### src/rtl/coin_acceptor.sv
// Coin-slot front end: sync, debounce and edge-detect two sensors,
// queue coins in a 4-deep FIFO and emit spaced one-cycle codes.
module coin_acceptor #(
  parameter int DEBOUNCE_CYCLES = 16,
  parameter int GAP_CYCLES      = 2
) (
  input  logic       clk,
  input  logic       rst_n,
  input  logic       sense_half,
  input  logic       sense_one,
  output logic [1:0] coin,
  output logic       coin_err,
  output logic [2:0] pending
);

  localparam int CW = $clog2(DEBOUNCE_CYCLES + 1);
  localparam logic [CW-1:0] DB_MAX = CW'(DEBOUNCE_CYCLES);
  localparam logic [7:0] GAP_LD = 8'(GAP_CYCLES);

  typedef enum logic [1:0] {IDLE, EMIT, GAP} state_t;

  logic [1:0]    sync1, sync2, filt, filt_d;
  logic [CW-1:0] db_cnt [2];

  always_ff @(posedge clk or negedge rst_n) begin
    if (!rst_n) begin
      sync1  <= '0;
      sync2  <= '0;
      filt   <= '0;
      filt_d <= '0;
      for (int i = 0; i < 2; i++) db_cnt[i] <= '0;
    end else begin
      sync1  <= {sense_one, sense_half};
      sync2  <= sync1;
      filt_d <= filt;
      for (int i = 0; i < 2; i++) begin
        if (sync2[i] == filt[i]) begin
          db_cnt[i] <= '0;
        end else if (db_cnt[i] == DB_MAX) begin
          filt[i]   <= sync2[i];
          db_cnt[i] <= '0;
        end else begin
          db_cnt[i] <= db_cnt[i] + 1'b1;
        end
      end
    end
  end

  logic [1:0] rise;
  logic       push, both;
  logic [1:0] push_code;

  assign rise      = filt & ~filt_d;
  assign push      = rise[0] ^ rise[1];
  assign both      = &rise;
  assign push_code = rise[1] ? 2'b10 : 2'b01;

  logic [1:0] mem [4];
  logic [1:0] wr_ptr, rd_ptr;
  logic [2:0] count;
  logic       full, empty, pop, wr_en;
  logic       err_q;

  assign full  = (count == 3'd4);
  assign empty = (count == 3'd0);
  // A full FIFO still accepts a push when a pop frees a slot on the same edge.
  assign wr_en = push & (~full | pop);

  always_ff @(posedge clk or negedge rst_n) begin
    if (!rst_n) begin
      for (int i = 0; i < 4; i++) mem[i] <= '0;
      wr_ptr <= '0;
      rd_ptr <= '0;
      count  <= '0;
      err_q  <= 1'b0;
    end else begin
      if (wr_en) begin
        mem[wr_ptr] <= push_code;
        wr_ptr      <= wr_ptr + 2'd1;
      end
      if (pop) rd_ptr <= rd_ptr + 2'd1;
      unique case ({wr_en, pop})
        2'b10:   count <= count + 3'd1;
        2'b01:   count <= count - 3'd1;
        default: count <= count;
      endcase
      err_q <= both | (push & full & ~pop);
    end
  end

  state_t     state, state_n;
  logic [7:0] gap, gap_n;
  logic [1:0] coin_q, coin_n;

  always_ff @(posedge clk or negedge rst_n) begin
    if (!rst_n) begin
      state  <= IDLE;
      gap    <= '0;
      coin_q <= '0;
    end else begin
      state  <= state_n;
      gap    <= gap_n;
      coin_q <= coin_n;
    end
  end

  always_comb begin
    state_n = state;
    gap_n   = gap;
    coin_n  = 2'b00;
    pop     = 1'b0;
    unique case (state)
      IDLE: begin
        if (!empty) begin
          pop     = 1'b1;
          coin_n  = mem[rd_ptr];
          state_n = EMIT;
        end
      end
      EMIT: begin
        gap_n   = GAP_LD;
        state_n = GAP;
      end
      GAP: begin
        gap_n = gap - 8'd1;
        if (gap <= 8'd1) state_n = IDLE;
      end
      default: state_n = IDLE;
    endcase
  end

  assign coin     = coin_q;
  assign coin_err = err_q;
  assign pending  = count;

endmodule
### config.mk
export PLATFORM = sky130hd
export DESIGN_NAME = coin_acceptor
export DESIGN_NICKNAME = d
export VERILOG_FILES = /design/src/rtl/coin_acceptor.sv
export SDC_FILE = /design/constraint.sdc
export NUM_CORES = 1
export LEC_CHECK = 0
export ABC_AREA = 1
export CORE_UTILIZATION = 40
export DETAILED_ROUTE_END_ITERATION = 12
export PLACE_DENSITY = 0.61
export SYNTH_ARGS = -nofsm -noshare
export SYNTH_HDL_FRONTEND = slang
export SYNTH_SLANG_ARGS = --single-unit
### constraint.sdc
create_clock -name clk -period 4.15 [get_ports clk]
set_input_delay 0.415 -clock clk [delete_from_list [all_inputs] [get_ports clk]]
set_output_delay 0.415 -clock clk [all_outputs]
set_load 0.1 [all_outputs]
==> reports/results.tsv <==
metric	value	unit
Worst-Skew Late Latency	0.28	ns
count of TritonRoute iterations in the first routing pass	4	
sequential cell area fraction in the yosys report	52.0	%
total of cells resized after clock tree synthesis	0	
Post-Syn Instances	235	
Setup violations, final	0	
die width	76.4	µm
post-CTS setup-driven buffer insertion count	0	
cell area power density	645	mW/mm²
final hold viol count	0	
gr ovfl total	0	
CP max-delay cell	clkdlybuf4s50_1	
overall power of the completed layout	1.60	mW
number of DRC markers in iteration 0	77	
total wire length	3310	µm
Antenna diodes	0	
RSZ-0062 raised after global routing	false	
peak fanout along the critical path	4	
hpwl dp	2430	µm
flops & latches, synth	46	
standard-cell rows	26	
worst setup timing slack at the placement stage	2.05	ns
Switching Power	681	µW
worst path buffer plus inverter count	1	
Worst setup SP type	register	
sequence of cells on the critical path	clkdlybuf4s50_1	
clock buffer depth	2	
data arrival time of the worst path	1.90	ns
number of enable flip-flop cells after synthesis	0	
proportion of total power due to net switching	42.5	%
clock tree from TritonCTS	built	
placeable core region	0.00520	mm²
most frequent cell after synthesis	dfrtp_1	
initial antenna violation count	0	
Setup Skew	0.00532	ns
antenna-violating nets left	0	
final critical-path setup slack	1.83	ns
dominant cells by area after synthesis	dfrtp_1 52%, ha_1 7.9%, inv_1 6.3%	
Final Non-Filler Cells	321	
FILL cells	508	
average routed wire per standard cell	10.3	µm
ratio of cells with drive above 1 in the final layout	7.97	%
fmax	432	MHz
die footprint	0.00583	mm²
synthesized cell area	0.00221	mm²
total cell area at the placement stage	0.00238	mm²
max-capacitance violation count	0	
via count of the first global-routing pass	1438	
Area Growth Syn to Fin	12.3	%
most instantiated flip-flop cell in the synthesis netlist	dfrtp_1	
global router's overall resource usage	13.2	%
final critical delay including setup and external delays	2.32	ns
Starting Density	42.5	%
number of nets in the finished design	269	
Sequential Power Share	37.7	%
proportion of power drawn by combinational gates	42.3	%
share of Yosys cell area claimed by the top area cell type	52.0	%
CP Class	reg2out	
share of the clock period used by the worst path after layout	55.8	%
largest vdd supply drop	0.327	mV
cell taking the most area after synthesis	dfrtp_1	
classification of the worst-slack hold path	in2async	
root buf cell	clkbuf_8	
count of final max-slew check failures	0	
vias per cell	4.60	
Design Area, Final	0.00248	mm²
residual DRC count	0	
Mapped Nets	254	
internal power component	922	µW
category of cells accounting for the largest share of critical-path delay	buffers and inverters	
Leak	1.21	nW
final core area utilization	47.7	%
Clk network pwr share	20.0	%
H-tree depth	2	
setup_tns	0	ns
Die Y-Extent	76.4	µm
average footprint of a synthesized cell	9.42	µm²
top cells by count, synth	46 x dfrtp_1, 37 x inv_1, 36 x nor2_1, 27 x nand2_1	
remaining max-slew budget at the tightest pin	32.7	%
number of top-level pins	10	
worst-margin pin slew	1.01	ns
status	finished clean	
post-synthesis cell type count	25	
required time at the endpoint of the critical path	3.73	ns
Hold Worst Slack	0.304	ns
global-route wire length before repair	6210	µm
share of synthesized registers carrying an async set or reset	100	%
Cells after DPL	313	
CP peak stage delay	1.17	ns
Ys Warns	0	
total of buffers placed on input and output ports	9	
overall via count from detail_route	1477	
cts bufs inserted	5	
CTS Hold Buffers Added	0	
pin count of the biggest net entering global routing	47	
endpoint kind of the worst setup timing path	primary output	
placer congestion estimate	0.759	
Clock Sinks	46	
clock input transition at the sequential cells of the worst setup and hold paths	0.08	ns
-- area by class of cell --
cell class / count / area (µm²) / share of cell area (%)
Tap cell: 70 / 87.6 / 3.52
Timing Repair Buffer: 9 / 85.1 / 3.42
Clock buffer: 7 / 76.3 / 3.07
Clock inverter: 1 / 30.0 / 1.21
Multi-Input combinational cell: 150 / 912 / 36.7
Sequential cell: 46 / 1150 / 46.3
Inverter: 38 / 143 / 5.74
-- worst paths after layout --
path                                   startpoint                      to  slack, ns  cells after the start
min                                         rst_n      mem[0]$_DFFE_PN0P_       0.30                      1
max in group asynchronous                   rst_n     filt[1]$_DFFE_PN0P_       3.23                      1
min in group clk               sync1[1]$_DFF_PN0_      sync2[1]$_DFF_PN0_       0.35                      0
max reg2reg                   filt[1]$_DFFE_PN0P_  pending[2]$_DFFE_PN0P_       2.07                     12
min reg2reg                    sync1[1]$_DFF_PN0_      sync2[1]$_DFF_PN0_       0.35                      0
max                        pending[0]$_DFFE_PN0P_              pending[0]       1.83                      1
-- state kept, by name (all words and copies together) (netlist names), 3 cells and up --
name and flops:
db_cnt 10, gap 8, mem 8, pending 3
-- cell families after synthesis --
family	after synthesis	synth area share (%)
simple gates	93	19.9
flops	46	52.0
xor+xnor	12	4.75
fa+ha+maj	15	8.82
buf+inv	39	6.78
compound gates	30	7.74
-- metal layers --
layer	vias up	track usage (%)	share of wire, %
li1	768	-	-
met1	684	17.0	50
met2	18	21.2	45
met3	7	3.23	2.7
met4	0	5.77	2.0
met5	-	0	0
-- cell usage in the layout, fill, tap and decap left out, types with 3 or more instances in the layout --
master / n
o21a_1: 6
inv_1: 37
nand2_1: 27
clkdlybuf4s50_1: 8
dfrtp_1: 46
a21oi_1: 11
xnor2_1: 4
nand4_1: 3
xor2_1: 8
nand3_1: 14
clkbuf_8: 5
ha_1: 14
nor2_4: 3
nor2_1: 36
o21ai_0: 10
-- power by group through the flow --
stage	Clock (mW)	Combinational [mW]	Sequential (mW)
2_1_floorplan	0	0.384	0.767
3_3_place_gp	0	0.671	0.614
3_5_place_dp	0	0.679	0.615
4_1_cts	0.332	0.682	0.606
5_1_grt	0.353	0.760	0.620
6_report	0.320	0.678	0.605
(Power assumes the default switching activity.)
